## src/rtl/sram_bus_arbiter.sv

```systemverilog
// Shares one asynchronous SRAM between the IF (read-only) and MEM (read/write) ports,
// with fixed MEM-over-IF priority and multi-cycle strobe sequencing.
module sram_bus_arbiter #(
    parameter int ADDR_W   = 18,
    parameter int RD_WAIT  = 1,
    parameter int WR_PULSE = 1
) (
    input  logic              clk,
    input  logic              rst,
    input  logic              if_req,
    input  logic [15:0]       if_addr,
    output logic [15:0]       if_rdata,
    output logic              if_ready,
    output logic              if_stall,
    input  logic              mem_req,
    input  logic              mem_we,
    input  logic [15:0]       mem_addr,
    input  logic [15:0]       mem_wdata,
    output logic [15:0]       mem_rdata,
    output logic              mem_ready,
    output logic              mem_stall,
    output logic [ADDR_W-1:0] ram_addr,
    output logic [15:0]       ram_data_o,
    input  logic [15:0]       ram_data_i,
    output logic              ram_data_oe,
    output logic              ram_ce_n,
    output logic              ram_oe_n,
    output logic              ram_we_n
);
    localparam int MAX_WAIT = (RD_WAIT > WR_PULSE) ? RD_WAIT : WR_PULSE;
    localparam int CNT_W    = $clog2(MAX_WAIT + 1);
    localparam logic [CNT_W-1:0] RD_LAST = CNT_W'(RD_WAIT - 1);
    localparam logic [CNT_W-1:0] WR_LAST = CNT_W'(WR_PULSE - 1);

    typedef enum logic [2:0] {
        S_IDLE, S_RD, S_WR_SETUP, S_WR_PULSE, S_WR_HOLD, S_DONE
    } state_t;

    typedef enum logic [1:0] {OWN_NONE, OWN_IF, OWN_MEM} owner_t;

    state_t            state_reg, state_next;
    owner_t            owner_reg, owner_next;
    logic [CNT_W-1:0]  cnt_reg, cnt_next;
    logic [15:0]       addr_reg, addr_next;
    logic [15:0]       wdata_reg, wdata_next;
    logic [15:0]       if_rdata_reg, if_rdata_next;
    logic [15:0]       mem_rdata_reg, mem_rdata_next;

    always_ff @(posedge clk) begin
        if (!rst) begin
            state_reg     <= S_IDLE;
            owner_reg     <= OWN_NONE;
            cnt_reg       <= '0;
            addr_reg      <= '0;
            wdata_reg     <= '0;
            if_rdata_reg  <= '0;
            mem_rdata_reg <= '0;
        end else begin
            state_reg     <= state_next;
            owner_reg     <= owner_next;
            cnt_reg       <= cnt_next;
            addr_reg      <= addr_next;
            wdata_reg     <= wdata_next;
            if_rdata_reg  <= if_rdata_next;
            mem_rdata_reg <= mem_rdata_next;
        end
    end

    always_comb begin
        state_next     = state_reg;
        owner_next     = owner_reg;
        cnt_next       = cnt_reg;
        addr_next      = addr_reg;
        wdata_next     = wdata_reg;
        if_rdata_next  = if_rdata_reg;
        mem_rdata_next = mem_rdata_reg;
        ram_ce_n       = 1'b1;
        ram_oe_n       = 1'b1;
        ram_we_n       = 1'b1;
        ram_data_oe    = 1'b0;
        if_ready       = 1'b0;
        mem_ready      = 1'b0;

        case (state_reg)
            S_IDLE: begin
                cnt_next = '0;
                if (mem_req) begin
                    owner_next = OWN_MEM;
                    addr_next  = mem_addr;
                    wdata_next = mem_wdata;
                    state_next = mem_we ? S_WR_SETUP : S_RD;
                end else if (if_req) begin
                    owner_next = OWN_IF;
                    addr_next  = if_addr;
                    state_next = S_RD;
                end
            end
            S_RD: begin
                ram_ce_n = 1'b0;
                ram_oe_n = 1'b0;
                if (cnt_reg == RD_LAST) begin
                    state_next = S_DONE;
                    if (owner_reg == OWN_MEM) begin
                        mem_rdata_next = ram_data_i;
                    end else begin
                        if_rdata_next = ram_data_i;
                    end
                end else begin
                    cnt_next = cnt_reg + CNT_W'(1);
                end
            end
            S_WR_SETUP: begin
                ram_ce_n    = 1'b0;
                ram_data_oe = 1'b1;
                cnt_next    = '0;
                state_next  = S_WR_PULSE;
            end
            S_WR_PULSE: begin
                ram_ce_n    = 1'b0;
                ram_data_oe = 1'b1;
                ram_we_n    = 1'b0;
                if (cnt_reg == WR_LAST) begin
                    state_next = S_WR_HOLD;
                end else begin
                    cnt_next = cnt_reg + CNT_W'(1);
                end
            end
            S_WR_HOLD: begin
                ram_ce_n    = 1'b0;
                ram_data_oe = 1'b1;
                state_next  = S_DONE;
            end
            S_DONE: begin
                // Owner is kept through DONE so the stall terms can see who finished.
                if_ready   = (owner_reg == OWN_IF);
                mem_ready  = (owner_reg == OWN_MEM);
                state_next = S_IDLE;
            end
            default: state_next = S_IDLE;
        endcase
    end

    assign if_stall   = if_req  & ~((state_reg == S_DONE) && (owner_reg == OWN_IF));
    assign mem_stall  = mem_req & ~((state_reg == S_DONE) && (owner_reg == OWN_MEM));
    assign if_rdata   = if_rdata_reg;
    assign mem_rdata  = mem_rdata_reg;
    assign ram_data_o = wdata_reg;

    // Word address is zero-extended onto the wider SRAM address bus.
    for (genvar gi = 0; gi < ADDR_W; gi++) begin : g_addr
        if (gi < 16) begin : g_lo
            assign ram_addr[gi] = addr_reg[gi];
        end else begin : g_hi
            assign ram_addr[gi] = 1'b0;
        end
    end
endmodule

```

## config.mk

```make
export PLATFORM = sky130hd
export DESIGN_NAME = sram_bus_arbiter
export DESIGN_NICKNAME = d
export VERILOG_FILES = /design/src/rtl/sram_bus_arbiter.sv
export SDC_FILE = /design/constraint.sdc
export NUM_CORES = 1
export LEC_CHECK = 0
export CAP_MARGIN = 15
export CORE_MARGIN = 5
export CORE_UTILIZATION = 25
export DETAILED_ROUTE_END_ITERATION = 8
export PLACE_DENSITY_LB_ADDON = 0.25
export SYNTH_ARGS = -nofsm -noshare
export SYNTH_HDL_FRONTEND = slang
export SYNTH_SLANG_ARGS = --single-unit
```

## constraint.sdc

```tcl
create_clock -name clk -period 1.4 [get_ports clk]
set_input_delay 0.14 -clock clk [delete_from_list [all_inputs] [get_ports clk]]
set_output_delay 0.14 -clock clk [all_outputs]
set_load 0.005 [all_outputs]
```

# Word level (Yosys, flattened, before mapping)
# Index checks and enable logic that the tools add are counted.
[totals]
ff_bits = 70
latch_bits = 0
mem_bits_rw = 0
romBits = 0
input_bits = 69
out_inout_bits = 74
word_cells = 56
mem_count = 0
[classes]
n_addsub = 1
mul = 0
n_div = 0
order_cmp = 0
eq_ne = 10
shift = 0
n_mux = 18
bitwise = 6
n_reduce_logical = 14
[ops]
columns = ["cell", "count"]
rows = [
  ["16-bit two-way mux", 2],
  ["3-bit case mux with 5 select lines", 1],
  ["3-bit two-way mux", 4],
  ["3-bit AND reduction", 3],
  ["1-bit two-way mux", 7],
  ["3-bit by 2-bit == test with 1-bit output (second input constant)", 2],
  ["3-bit == test (second input constant)", 2],
  ["2-bit two-way mux", 3],
  ["2-bit != test (second input constant)", 2],
  ["1-bit inverter", 4],
  ["2-bit AND reduction", 2],
  ["2-bit nonzero test", 2],
  ["2-bit OR reduction", 2],
  ["4-bit OR reduction", 1],
  ["3-bit by 1-bit == test with 1-bit output (second input constant)", 1],
  ["3-bit zero test", 1],
  ["3-bit != test (second input constant)", 1],
  ["3-bit OR reduction", 1],
  ["1-bit bitwise AND", 2],
  ["2-bit by 1-bit == test with 1-bit output (second input constant)", 1],
  ["2-bit == test (second input constant)", 1],
  ["1-bit logical AND", 2],
  ["1-bit case mux with 2 select lines", 1],
  ["1-bit adder (second input constant)", 1],
]

# Logic depth before layout (Yosys ltp)
[depth]
depth_word = 4
depth_mapped = 6
ltp_nobuf = 3

# Worst setup path before layout
# No wires, ideal clock.
[synth_timing]
kind = "flip-flop to flip-flop"
from = "reg state_reg[2]"
to = "reg mem_rdata_reg[10] (netlist: mem_rdata[10])"
arrival_ps = 1339
required_ps = 1282
setup_slack_ps = -57
path_stages_with_launch = 6
path_buffers = 3
path_cell_list = "dfxtp_1 buf_6 or4b_1 buf_6 buf_12 mux2i_1"
[synth_via]
elab_chain_len = 2
[synth_rtl]
columns = ["item", "line", "rtl"]
rows = [
  ["start, declared", "41", "state_t state_reg, state_next;"],
  ["start signal, assigned", "59", "state_reg <= state_next;"],
  ["3-bit by 1-bit == test with 1-bit output", "84", "case (state_reg)"],
  ["3-bit AND reduction (no line)", "-", ""],
  ["end signal, assigned", "65", "mem_rdata_reg <= mem_rdata_next;"],
  ["end, declared", "47", "logic [15:0] mem_rdata_reg, mem_rdata_next;"],
]
# No other way between the ends.
# A chain may end at the register's enable or synchronous reset.

# Worst setup path in the final report
[layout_timing]
from = "reg state_reg[1]"
to = "out if_stall"
[layout_via]
elab_chain_len = 4
[layout_rtl]
columns = ["item", "line", "rtl"]
rows = [
  ["3-bit == test", "143", "assign if_stall = if_req & ~((state_reg == S_DONE) && (owner_reg == OWN_IF));"],
  ["1-bit logical AND", "143", ""],
  ["1-bit inverter", "143", ""],
  ["1-bit bitwise AND", "143", ""],
  ["end, declared", "14", "output logic if_stall,"],
]
# No other way between the ends.

==> run metrics <==
global-route wire length before repair=13.6 mm; Buffers & Inverters on Critical Path=2; Final HPWL DP=6.10 mm; Die Ht=between 100 and 150 um; final max-slew violation count=0; vias in the first global route=2,741; Synth Instances=between 300 and 400; area growth from synthesis to layout=78.4%; clk buf depth=2; CTS tree=done; Die Wd=roughly 120 um; via count=2,716; Yosys reg bits=69; Crit path arrival time=about 1.3 ns; hold_sp=rst; fin nets=531; Worst Hold Path EP=state_reg[0]; Hold Path Stages=3; Placement Setup Slack=-0.242 ns; Core Rows=39; clk slew on worst S/H paths=about 0.050 ns; # diodes=0; M1 GR Usage=0.156; H-tree Lvls=3; crit path kind=register to output pin; grt ovf=0; layer with the highest usage=met2; Routability Congestion=~0.72; cell taking the most area after synthesis=dfxtp_1; Hold Vio Cnt, Final=0; leak pwr=between 2 and 2.5 nW; RSZ-0062 raised after global routing=yes; Worst EP required=1.26 ns; Core Region=0.0114 mm2; antenna-violating nets left=0; Clk Latency, worst-skew pair=0.32 ns; # setup viols final=21; Tot Pwr=between 5 and 6 mW; DR iter-0 viols=between 100 and 150; synth warn=0; post-synthesis sequential area ratio=0.480; GRT met3 Usage=0.0519; clk root buf=clkbuf_16; synth top area cells=dfxtp_1 (48%), mux2i_1 (17%), nand2_1 (8.7%); crit path cell chain=nand3b_1 -> nor3b_2 -> buf_4 -> nor2b_1 -> buf_2; Hold WC Path Type=input pin to register; Via density=~4.5; DRT Wirelength=9.17 mm; Initial Util=0.253; Yosys cell types=33; Syn Area/Cell=between 9 and 10 um2; worst-path maximum fanout=4; Inserted Clock Buffers=9; # DRC=0; met2 Usage GRT=0.196; # clock sinks=69; worst reg2reg path depth=4; worst vdd ir=~0.5 mV; post-DR wirelength/cell=15.0 um; share of post-route cells with drive strength above 1=0.197; cell area after layout=roughly 0.005 mm2; IO Count=between 100 and 150; Top Family by Delay on Critical Path=simple AND/OR/NAND/NOR gates; minimum clock period=1.48 ns; initial antenna violation count=0; Synth Cell Area=0.00288 mm2; Reg2Reg Setup Slack=-0.08 ns; Final Skew=roughly 0.0039 ns; number of max-cap violations=0; fin crit share=1.06; achievable clock frequency=about 670 MHz; status=finished, violations left; Final WS setup=-0.0826 ns; post-synth top area share=0.480; critical path's largest stage delay=0.34 ns; R2R Path End=mem_rdata[0]; iteration count of the initial detailed-routing pass=4; crit path launch type=register; failing checks=setup timing; R2R Path Start=state_reg[1]; Die ar.=0.0138 mm2; placed cell area=0.00455 mm2; Crit-path slowest cell=dfxtp_2; cts hold-fix bufs=0; largest net degree at the start of global routing=59; Crit. End Element=output pin; total track usage=0.126; I/O Buffers=140; pwr dens=1130 mW/mm2
final cells by class:
class / count / area, um2
tap: 143 / 179
sequential: 69 / 1390
clock buffer: 11 / 243
multi-input combinational: 206 / 1480
timing repair buffer: 173 / 1800
fill: 1125 / 6240
clock inverter: 4 / 25.0
inverter: 3 / 11.3
stage by stage:
stage,std cells,TNS [ns],hold WS [ns],util
5_1_grt,609,-2.68,0.238,0.451
2_1_floorplan,307,-0.572,0.270,-
3_3_place_gp,582,-5.71,0.444,0.400
3_5_place_dp,582,-6.50,0.453,0.400
6_report,609,-1.26,0.195,0.451
4_1_cts,601,-1.36,0.201,0.430
power by group:
part	leakage (nW)	switching [mW]	internal [mW]
combinational	1.59	0.583	0.918
clock	0.127	0.818	1.23
sequential	0.567	0.106	2.16
total	2.28	1.51	4.30
cells in the final DEF, fill, tap and decap left out, types with 4 or more instances in the layout:
| master | synthesis | final |
|---|---|---|
| o21ai_1 | 0 | 13 |
| nand2_1 | 67 | 67 |
| buf_12 | 1 | 7 |
| nand3_1 | 32 | 16 |
| nand3_2 | 0 | 16 |
| mux2i_1 | 48 | 48 |
| buf_2 | 7 | 8 |
| o211a_1 | 16 | 16 |
| buf_4 | 3 | 12 |
| clkdlybuf4s50_1 | 0 | 130 |
| buf_6 | 2 | 10 |
| o21ai_2 | 0 | 4 |
| dfxtp_1 | 69 | 65 |
| clkbuf_16 | 0 | 12 |
per-layer routing:
metal	routed length, um	vias up	part of all wire
met5	0	-	0
met4	75	0	0.0082
met3	833	6	0.091
met2	4180	109	0.46
met1	4070	1239	0.44
li1	-	1362	-
synth_stat cells (all sizes together):
master,count
dfxtp,69
maj3,1
a21boi,1
or3b,1
o21ai,17
nor4b,1
inv,3
buf,14
nor3b,2
mux2i,48
a211oi,1
o211a,16
nor3,2
conb,1
clkbuf,15
a21oi,2
o21a,1
nor2,2
nor2b,2
or2,2
nand2b,2
or4b,1
nand2,67
and2,1
a2111oi,1
nand3b,1
nand3,32
tightest hold or removal path: cells and delay by family:
kind,cells,cell delay [ns]
buffers and inverters,2,0.28
AOI/OAI and AO/OA,1,0.06
worst max path at each step:
stage / startpoint / cells after the start / end
final: state_reg[1] / 5 / if_stall
after global routing: state_reg[1] / 5 / if_stall
after CTS: state_reg[1] / 5 / if_stall
after detailed placement: state_reg[2] / 3 / ram_data_oe
after global placement: state_reg[2] / 3 / ram_data_oe
after floorplan: state_reg[2] / 5 / mem_rdata[10]
what timing repair did:
item	in CTS	in global routing
pin swaps	3	14
cloned	1	6
setup endpoints to repair	24	59
setup buffers	3	2
gates resized for setup	50	47
kinds of logic (layout without fill, tap and decap cells):
family                   Yosys count  count (layout)  share of synthesized area
AO/OA/AOI/OAI                     39              39                     0.0996
adder cells (fa/ha/maj)            1               1                    0.00348
buffers and inverters             32             191                     0.0596
flip-flops                        69              69                      0.480
multiplexers                      48              48                      0.167
other                              1               2                    0.00130
AND/OR/NAND/NOR                  116             116                      0.189
Note: power is estimated with default switching activity, not from simulation.
